**src/rtl/seq_mult_32b.sv**
```systemverilog
// Multi-cycle shift-and-add multiplier, one partial product per clock.
// Signed operation multiplies magnitudes and negates the 2*WIDTH result at the end.
module seq_mult_32b #(
  parameter int unsigned WIDTH = 32,
  parameter int unsigned CNT_W = 6
) (
  input  logic             clk,
  input  logic             rst,
  input  logic             start,
  input  logic             is_signed,
  input  logic [WIDTH-1:0] op_a,
  input  logic [WIDTH-1:0] op_b,
  output logic             busy,
  output logic             done,
  output logic [WIDTH-1:0] product_hi,
  output logic [WIDTH-1:0] product_lo
);

  typedef enum logic [1:0] {IDLE, RUN, SIGN, DONE} state_t;

  state_t             state_q, state_d;
  logic [CNT_W-1:0]   cnt;
  logic [WIDTH-1:0]   mcand;
  logic [WIDTH-1:0]   mplier;
  logic               neg;
  logic [2*WIDTH-1:0] acc;

  logic [WIDTH:0]     sum;
  logic [WIDTH-1:0]   mag_a;
  logic [WIDTH-1:0]   mag_b;
  logic [2*WIDTH-1:0] final_val;

  always_comb begin
    state_d = state_q;
    case (state_q)
      IDLE: if (start) state_d = RUN;
      RUN:  if (cnt == CNT_W'(WIDTH - 1)) state_d = SIGN;
      SIGN: state_d = DONE;
      DONE: state_d = IDLE;
      default: state_d = IDLE;
    endcase
  end

  // Magnitude of the most negative value wraps to itself, which is correct as unsigned.
  always_comb begin
    mag_a     = (is_signed && op_a[WIDTH-1]) ? (~op_a + 1'b1) : op_a;
    mag_b     = (is_signed && op_b[WIDTH-1]) ? (~op_b + 1'b1) : op_b;
    sum       = {1'b0, acc[2*WIDTH-1:WIDTH]} + {1'b0, (mplier[0] ? mcand : '0)};
    final_val = neg ? (~acc + 1'b1) : acc;
  end

  always_ff @(posedge clk or negedge rst) begin
    if (!rst) begin
      state_q    <= IDLE;
      cnt        <= '0;
      mcand      <= '0;
      mplier     <= '0;
      neg        <= 1'b0;
      acc        <= '0;
      busy       <= 1'b0;
      done       <= 1'b0;
      product_hi <= '0;
      product_lo <= '0;
    end else begin
      state_q <= state_d;
      case (state_q)
        IDLE: begin
          if (start) begin
            mcand  <= mag_a;
            mplier <= mag_b;
            neg    <= is_signed & (op_a[WIDTH-1] ^ op_b[WIDTH-1]);
            acc    <= '0;
            cnt    <= '0;
            busy   <= 1'b1;
          end
        end
        RUN: begin
          // The carry out of the upper-half add shifts into the top bit.
          acc    <= {sum, acc[WIDTH-1:1]};
          mplier <= mplier >> 1;
          cnt    <= cnt + CNT_W'(1);
        end
        SIGN: begin
          {product_hi, product_lo} <= final_val;
          done <= 1'b1;
        end
        DONE: begin
          done <= 1'b0;
          busy <= 1'b0;
        end
        default: ;
      endcase
    end
  end

endmodule

```
**config.mk**
```make
export PLATFORM = sky130hd
export DESIGN_NAME = seq_mult_32b
export DESIGN_NICKNAME = d
export VERILOG_FILES = /design/src/rtl/seq_mult_32b.sv
export SDC_FILE = /design/constraint.sdc
export NUM_CORES = 1
export LEC_CHECK = 0
export CAP_MARGIN = 20
export CORE_ASPECT_RATIO = 0.5
export CORE_MARGIN = 2
export CORE_UTILIZATION = 50
export DETAILED_ROUTE_END_ITERATION = 8
export PLACE_DENSITY_LB_ADDON = 0.25
export SETUP_SLACK_MARGIN = 0.4
export SLEW_MARGIN = 20
export SYNTH_ARGS = -nofsm -noshare
export SYNTH_HDL_FRONTEND = slang
export SYNTH_SLANG_ARGS = --single-unit
export TNS_END_PERCENT = 10
```
**constraint.sdc**
```tcl
create_clock -name clk -period 3.75 [get_ports clk]
set_input_delay 0.5625 -clock clk [delete_from_list [all_inputs] [get_ports clk]]
set_output_delay 0.5625 -clock clk [all_outputs]
set_load 0.03 [all_outputs]
```
==> results.py, run 1 <==
metrics = {
    "worst_setup_path": {
        "end_kind": "flop",
        "critPathMaxFanout": 6,
        "start_kind": "flop",
        "critPathKind": "flop to flop",
        "cp.required_ps": 4090,
        "ff2ff_setup_slack_ps": 580,
        "arrival_ps": 3510,
    },
    "routing": {
        "ant_nets": 0,
        "avgViaCountPerCell": 5.81,
        "route.detailed.drc": 0,
        "routed_wl_mm": 30.9,
        "vias": 10300,
        "first_pass_iters": 5,
        "wire_per_inst_um": 17.4,
        "drt_iter0_drc": 764,
    },
    "logic_synthesis": {
        "synth_edf_count": 0,
        "yosys-top-cells-area": "dfrtp_1 42%, xor2_1 7.1%, a21oi_1 5.2%",
        "synth_warnings": 0,
        "syn-cell-area_um2": 12000,
        "synth.most_common_cell": "dfrtp_1",
        "synth_top_area_share_pct": 42.3,
        "synth-async-reset-ratio_pct": 100,
        "synth_top_area_cell": "dfrtp_1",
        "synth_common_cells": "203 x dfrtp_1, 133 x nand2_1, 126 x nor2_1",
        "yosysSeqAreaShare_pct": 42.3,
        "synth_nets": 1451,
        "avgSynthCellArea_um2": 8.95,
        "synthFlopType": "dfrtp_1",
        "synth_seq_cells": 203,
        "netlist_instances": 1342,
        "synth.distinct_cells": 64,
    },
    "timing": {
        "max_freq_ghz": 0.316,
        "slew_viol_final": 0,
        "period_share_pct": 84.4,
        "maxSlewHeadroom_pct": 27.3,
        "grt_setup_unrepaired": "no",
        "clock_skew_ps": 11.6,
        "final_hold_viol_count": 0,
        "final-setup-viol-count": 0,
        "setup_tns_ps": 0,
        "fin_crit_ps": 3170,
        "tightest_slew_ps": 1090,
    },
    "grt": {
        "grt.met1_usage_pct": 35.0,
        "grt_use_total_pct": 24.5,
        "grtUsageMet2_pct": 39.5,
        "use_met3_pct": 4.89,
        "antenna_found_initial": 1,
        "grt_start_max_net_pins": 99,
        "grt_first_pass_wirelength_mm": 50.2,
        "overflow": 0,
        "busiest_layer": "met2",
        "grt_pass1_vias": 9934,
    },
    "floorplan": {
        "die-area_um2": 25400,
        "initial_core_util_pct": 50.5,
        "io_pins": 134,
        "core_um2": 23800,
        "rows": 40,
        "die_w_um": 223,
        "die_h_um": 114,
    },
    "clock_network": {
        "htree_num_levels": 1,
        "ctsHoldBuffers": 0,
        "root_buffer": "clkbuf_16",
        "clk_path_buf_depth": 3,
        "cts_buffers": 21,
        "clock-sinks": 203,
        "cts_tree": "done",
        "cts.clk_slew.worst_paths_ps": 60,
        "clock_latency_ps": 510,
        "cts-resized-gates": 0,
        "cts_setup_buffers": 0,
    },
    "power_and_ir_drop": {
        "power_uw": 12000,
        "p_leak_uw": 0.00621,
        "max-vdd-ir-drop_mv": 0.351,
        "pwr_density_cell_nw_per_um2": 838,
    },
    "finish": {
        "fin_cells": 1773,
        "nNetsFinal": 1553,
        "design_area_um2": 14300,
        "drive_gt1_share_pct": 6.04,
        "area_growth_pct": 19.0,
        "final_util_pct": 60.1,
    },
    "placed_design": {
        "placed_area_um2": 13600,
        "hpwl_mm": 22.3,
        "gp_congestion": 0.910,
        "dp.cells": 1736,
        "port_buffers": 133,
    },
    "job": {
        "maxCapViolCount": 0,
    },
    "min_path": {
        "min_path_type": "input port to asynchronous set/reset pin",
    },
    "outcome": {
        "outcome": "complete, no violations",
    },
}
[layout make-up]
cell class	instances	area (µm²)
diodes	1	2.50
flip-flops and latches	203	5080
repair buffers	154	1520
inverters	23	86.3
well taps	315	394
multi-input cells	1041	6530
fillers	2107	9480
clock inverters	7	72.6
clock buffers	29	606
[sequential cells by signal, summed over array words and instances (netlist names)]
name	cells
product_lo	32
busy	1
mplier	32
product_hi	32
cnt	6
acc	64
neg	1
mcand	32
done	1
state_q	2
[worst max-delay path: stages, from the launching register on]
cell     delay (ps)
dfrtp_1         490
or4_1           570
or3_1           340
or2_2           320
or3_4           420
or3_4           380
o31ai_2         240
xor2_1          160
a21oi_1          80
[routing by layer]
layer / up-vias / routed length (µm)
met4: 2 / 395
met2: 304 / 13700
met5: - / 13
met1: 4942 / 14700
met3: 42 / 2040
li1: 5009 / -
[path summary, 6_finish.rpt]
path / depth (start not counted) / endpoint / start
setup / recovery: 8 / product_hi[28] / acc[43]
hold / removal: 1 / mplier[12] / rst
setup reg to reg: 8 / product_hi[28] / acc[43]
hold reg to reg: 2 / mcand[23] / mcand[23]
max in group asynchronous: 2 / acc[18] / rst
min in group clk: 2 / mcand[23] / mcand[23]
[placed cells by master, fill, tap and decap left out, types with 5 or more instances in the layout]
| master | n |
|---|---|
| o21ai_0 | 120 |
| buf_4 | 19 |
| o21bai_1 | 5 |
| nand2_1 | 132 |
| xnor2_1 | 52 |
| xor2_1 | 97 |
| or3_1 | 17 |
| nand4_1 | 10 |
| a21oi_1 | 125 |
| nor2_1 | 126 |
| ha_1 | 39 |
| nor4_1 | 8 |
| o22ai_1 | 22 |
| a22oi_1 | 20 |
| inv_1 | 22 |
| o41ai_1 | 11 |
| a31o_2 | 6 |
| a31oi_1 | 6 |
| dfrtp_1 | 202 |
| nor2b_1 | 5 |
| a21o_1 | 17 |
| clkbuf_16 | 21 |
| and3_1 | 5 |
| and2_1 | 33 |
| nand3_1 | 14 |
| a211oi_1 | 5 |
| nand2b_1 | 8 |
| clkdlybuf4s50_1 | 132 |
| o31ai_1 | 30 |
| or4_1 | 9 |
| nor3_1 | 25 |
| clkbuf_8 | 6 |
| or2_2 | 5 |
| a22o_1 | 35 |
[through the flow]
stage	hold slack (ps)	setup WS, ps
floorplan	267	790
global placement	456	488
detailed placement	463	383
CTS	188	598
global route	220	414
finish	158	585
[cell families after synthesis]
kind of cell / Yosys count / share of synthesized area [%]
AOI/OAI and AO/OA: 424 / 21.8
and+or+nand+nor: 423 / 16.8
DFF: 203 / 42.3
xor gates and xnor gates: 149 / 10.9
buffers and inverters: 98 / 3.51
adders and majority gates: 41 / 4.33
muxes: 4 / 0.354
[power breakdown]
group          internal, µW  leakage (µW)  total (µW)  switching (µW)
Sequential             3090       0.00254        3870             779
Clock                  1200      0.000329        2080             879
Combinational          2390       0.00334        6030            3640
(Power assumes the default switching activity.)
==> run 2: changes to the inputs <==
Clock period 3.75 ns to 2.8 ns, I/O delays scaled along.
==> results.py, run 2 (same netlist as run 1, synthesis figures left out) <==
metrics = {
    "outcome": {
        "outcome": "finished with violations",
        "violations": "negative setup slack",
    },
    "placed_design": {
        "port_buffers": 133,
        "placed_area_um2": 14500,
        "hpwl_mm": 23.8,
        "gp_congestion": 0.898,
    },
    "finish": {
        "design_area_um2": 16200,
        "multi_input_area_um2": 7350,
        "seq_area_um2": 5080,
        "nFillCells": 1847,
        "area_growth_pct": 35.1,
        "drive_gt1_share_pct": 20.6,
        "final_common_cell": "dfrtp_1",
        "layout_common_cells": "201 x dfrtp_1, 131 x clkdlybuf4s50_1, 131 x buf_4, 125 x nand2_1, 121 x nor2_1",
        "nNetsFinal": 1682,
        "top_register": "acc",
        "largest_register_ffs": 64,
    },
    "timing": {
        "whs_ps": 466,
        "maxSlewHeadroom_pct": 37.6,
        "clock_skew_ps": 21.5,
        "max_freq_ghz": 0.348,
        "slew_viol_final": 0,
        "final.setup.worst_slack_ps": -69.8,
        "final_hold_viol_count": 0,
        "period_share_pct": 102,
        "grt_setup_unrepaired": "yes",
        "final-setup-viol-count": 1,
        "tightest_slew_ps": 937,
        "fin_crit_ps": 2870,
    },
    "clock_network": {
        "root_buffer": "clkbuf_16",
        "clock-sinks": 203,
        "clk_path_buf_depth": 3,
        "cts_buffers": 20,
        "cts_tree": "done",
        "clock_latency_ps": 520,
        "cts.clk_slew.worst_paths_ps": 60,
        "htree_num_levels": 1,
    },
    "power_and_ir_drop": {
        "internal_power_uw": 10200,
        "pwr_density_cell_nw_per_um2": 1110,
        "p_leak_uw": 0.00699,
        "swShare_pct": 43.6,
        "switching_power_uw": 7870,
        "pwr-share-clk_pct": 16.1,
        "p_seq_share_pct": 28.4,
        "comb_power_share_pct": 55.5,
        "max-vdd-ir-drop_mv": 0.493,
    },
    "worst_setup_path": {
        "slowest_stage": "or4_4",
        "critPathKind": "flop to flop",
        "cp.buffers_inverters": 0,
        "critPathMaxFanout": 4,
        "arrival_ps": 3270,
        "crit_path_cell_trace": "or3_4 -> or3_4 -> or4_4 -> or3_4 -> or3_4 -> o31ai_4 -> xor2_1 -> a21oi_1",
        "start_kind": "flop",
        "path_common_cell": "or3_4",
        "cp.required_ps": 3200,
        "end_kind": "flop",
        "slowest_delay_ps": 460,
        "cp_top_family": "simple AND/OR/NAND/NOR gates",
    },
    "grt": {
        "grt_first_pass_wirelength_mm": 54.2,
        "overflow": 0,
        "grt_use_total_pct": 26.3,
        "grt_start_max_net_pins": 82,
        "antenna_found_initial": 1,
        "grt_pass1_vias": 10600,
    },
    "routing": {
        "wire_per_inst_um": 17.5,
        "avgViaCountPerCell": 5.71,
        "vias": 10900,
        "ant_nets": 0,
        "routed_wl_mm": 33.3,
        "drt_iter0_drc": 746,
        "route.detailed.drc": 0,
        "first_pass_iters": 5,
    },
    "job": {
        "maxCapViolCount": 0,
    },
    "floorplan": {
        "die_w_um": 223,
        "die-area_um2": 25400,
        "initial_core_util_pct": 50.5,
        "die_h_um": 114,
        "io_pins": 134,
        "rows": 40,
        "core_um2": 23800,
    },
    "min_path": {
        "min_path_type": "input port to flop",
    },
}
## run 2: per-stage QoR
step / util, % / total power (µW) / worst slack (ps) / instances / setup TNS [ps]
final: 68.3 / 18100 / -69.8 / 1903 / -69.8
after global routing: 68.3 / 19200 / -122 / 1901 / -1370
after CTS: 67.8 / 17800 / -77.4 / 1900 / -78.1
after detailed placement: 61.2 / 14000 / -216 / 1850 / -3020
after global placement: 61.2 / 13800 / -180 / 1850 / -1130
after floorplan: - / 10600 / -38.5 / 1342 / -38.5
## run 2: cell type report
cell class              count  area share (%)
multi-input cells        1041            45.3
diodes                      2          0.0308
flip-flops and latches    203            31.3
clock buffers              29            3.54
well taps                 315            2.43
repair buffers            284            16.1
clock inverters             6           0.755
inverters                  23           0.532
## run 2: path summary, 6_finish.rpt
path / slack, ps / depth (start not counted) / startpoint / endpoint
setup / recovery: -70 / 8 / acc[36] / product_hi[28]
hold / removal: 470 / 4 / op_a[5] / mcand[5]
setup reg to reg: -70 / 8 / acc[36] / product_hi[28]
hold reg to reg: 470 / 2 / mcand[30] / mcand[30]
max in group asynchronous: 1510 / 3 / rst / product_lo[14]
min in group asynchronous: 490 / 2 / rst / cnt[4]
## run 2: per-layer routing
layer / vias to the layer above / global-route usage [%] / wire length (µm) / part of all wire, %
met3: 38 / 4.46 / 1690 / 5.1
met2: 282 / 42.9 / 15200 / 46
met1: 5274 / 37.6 / 16000 / 48
met4: 2 / 4.52 / 414 / 1.2
li1: 5273 / - / - / -
met5: - / 0 / 13 / 0.039
## run 2: timing repair
action                                  4_1_cts  5_1_grt
endpoints found under the setup margin       75       90
cloned                                        1        0
endpoints found under the hold margin        77        0
setup buffers                                13        1
hold buffers                                  1        0
pin swaps                                   111       17
resized for setup                           160       21
## run 2: worst min-delay path: stages
cell	delay, ps
dlygate4sd2_1	210
buf_4	130
xnor2_1	100
o21ai_0	60
## run 2: power groups by stage
stage	sequential (µW)	combinational (µW)	clock, µW
2_1_floorplan	5790	4800	0
3_3_place_gp	5010	8770	0
3_5_place_dp	5070	8940	0
4_1_cts	5090	9790	2940
5_1_grt	5270	10800	3060
6_report	5130	10000	2910
==> run 3: changes to the inputs <==
Clock period 2.8 ns to 2.7 ns, I/O delays scaled along.
==> results.py, run 3 (same netlist as run 1, synthesis figures left out) <==
metrics = {
    "outcome": {
        "outcome": "finished with violations",
        "violations": "negative setup slack",
    },
    "finish": {
        "largest_register_ffs": 64,
        "layout_common_cells": "202 x dfrtp_1, 169 x buf_4, 132 x clkdlybuf4s50_1, 124 x nand2_1, 120 x nor2_1",
        "drive_gt1_share_pct": 21.9,
        "nNetsFinal": 1712,
        "top_register": "acc",
        "final_common_cell": "dfrtp_1",
        "area_growth_pct": 35.9,
    },
    "grt": {
        "antenna_found_initial": 3,
        "grt_pass1_vias": 10800,
        "grt_use_total_pct": 26.1,
        "grt_start_max_net_pins": 76,
        "overflow": 0,
        "grt_first_pass_wirelength_mm": 53.8,
    },
    "min_path": {
        "min_path_type": "flop to flop",
    },
    "routing": {
        "avgViaCountPerCell": 5.77,
        "first_pass_iters": 6,
        "routed_wl_mm": 34.1,
        "wl_met3_mm": 2.24,
        "vias": 11200,
        "route.detailed.drc": 0,
        "highest_layer": "met5",
        "dr_wl_met2_mm": 15.9,
        "wl_met1_mm": 15.4,
        "ant_nets": 0,
        "wire_per_inst_um": 17.6,
        "drt_iter0_drc": 937,
    },
    "worst_setup_path": {
        "critPathKind": "flop to flop",
        "critPathMaxFanout": 3,
        "arrival_ps": 3320,
        "start_kind": "flop",
        "end_kind": "flop",
        "cp.buffers_inverters": 0,
        "cp.required_ps": 3080,
        "crit_path_cell_trace": "or3_4 -> or3_4 -> or4_4 -> or3_4 -> or3_4 -> o31ai_4 -> xor2_1 -> a21oi_1",
        "slowest_stage": "or4_4",
        "path_common_cell": "or3_4",
        "cp_top_family": "simple AND/OR/NAND/NOR gates",
        "slowest_delay_ps": 450,
    },
    "timing": {
        "maxSlewHeadroom_pct": 42.6,
        "grt_setup_unrepaired": "yes",
        "clock_skew_ps": 23.3,
        "final.setup.worst_slack_ps": -238,
        "max_freq_ghz": 0.340,
        "fin_crit_ps": 2940,
        "tightest_slew_ps": 861,
        "slew_viol_final": 0,
        "period_share_pct": 109,
        "setup_tns_ps": -1870,
        "final_hold_viol_count": 0,
        "whs_ps": 477,
        "final-setup-viol-count": 20,
    },
    "placed_design": {
        "gp_congestion": 0.930,
        "port_buffers": 133,
        "hpwl_mm": 24.5,
    },
    "clock_network": {
        "clock_latency_ps": 520,
        "cts_buffers": 21,
        "clock-sinks": 203,
        "cts.clk_slew.worst_paths_ps": 60,
        "clk_path_buf_depth": 3,
        "root_buffer": "clkbuf_16",
        "htree_num_levels": 1,
        "cts_tree": "done",
    },
    "floorplan": {
        "die_w_um": 223,
        "initial_core_util_pct": 50.5,
        "die_h_um": 114,
        "io_pins": 134,
        "rows": 40,
        "core_um2": 23800,
        "die-area_um2": 25400,
    },
    "power_and_ir_drop": {
        "pwr_density_cell_nw_per_um2": 1150,
        "max-vdd-ir-drop_mv": 0.534,
        "p_leak_uw": 0.00715,
    },
    "job": {
        "maxCapViolCount": 0,
    },
}
run 3: cell type report:
type,instances,area (µm²)
Clock buffer,25,561
Inverter,23,86.3
Timing Repair Buffer,313,2760
Sequential cell,203,5080
Fill cell,1807,7450
Antenna cell,3,7.51
Multi-Input combinational cell,1041,7280
Tap cell,315,394
Clock inverter,13,151
run 3: through the flow:
stage               utilization, %  instance area, µm²  total power, µW  cells  worst slack [ps]
floorplan                        -               12000            11000   1342              -139
global placement              62.1               14800            14400   1883              -251
detailed placement            62.1               14800            14700   1883              -332
CTS                           65.6               15600            18000   1924              -198
global route                  68.6               16300            19900   1933              -309
finish                        68.7               16300            18700   1936              -238
run 3: repair_timing:
item | 4_1_cts | 5_1_grt
cloned | 0 | 0
endpoints found under the setup margin | 85 | 133
pin swaps | 8 | 63
hold endpoints to repair | 70 | 0
resized for setup | 22 | 147
hold buffers | 1 | 0
buffers inserted | 2 | 9
run 3: per-layer routing:
metal / vias to the layer above / global-route usage (%)
met5: - / 0
met4: 2 / 5.37
met3: 48 / 4.84
met2: 323 / 43.0
met1: 5465 / 36.5
li1: 5333 / -
run 3: worst paths after layout:
path / cells past startpoint / slack (ps) / endpoint / from
max in group asynchronous: 3 / 1400 / product_lo[21] / rst
min in group asynchronous: 2 / 500 / mplier[11] / rst
min: 2 / 480 / mcand[21] / mcand[21]
min reg2reg: 2 / 480 / mcand[21] / mcand[21]
max reg2reg: 8 / -240 / product_hi[28] / acc[36]
max: 8 / -240 / product_hi[28] / acc[36]
run 3: power by group:
group	leakage (µW)	total [µW]	switching (µW)	internal, µW
Sequential	0.00254	5250	960	4290
Clock	0.000358	3040	1260	1780
Combinational	0.00425	10400	5970	4470
run 3: worst reg2reg max path: stages, from the launching register on:
cell	delay [ps]
dfrtp_1	390
or3_4	400
or3_4	340
or4_4	450
or3_4	410
or3_4	370
o31ai_4	180
xor2_1	180
a21oi_1	80
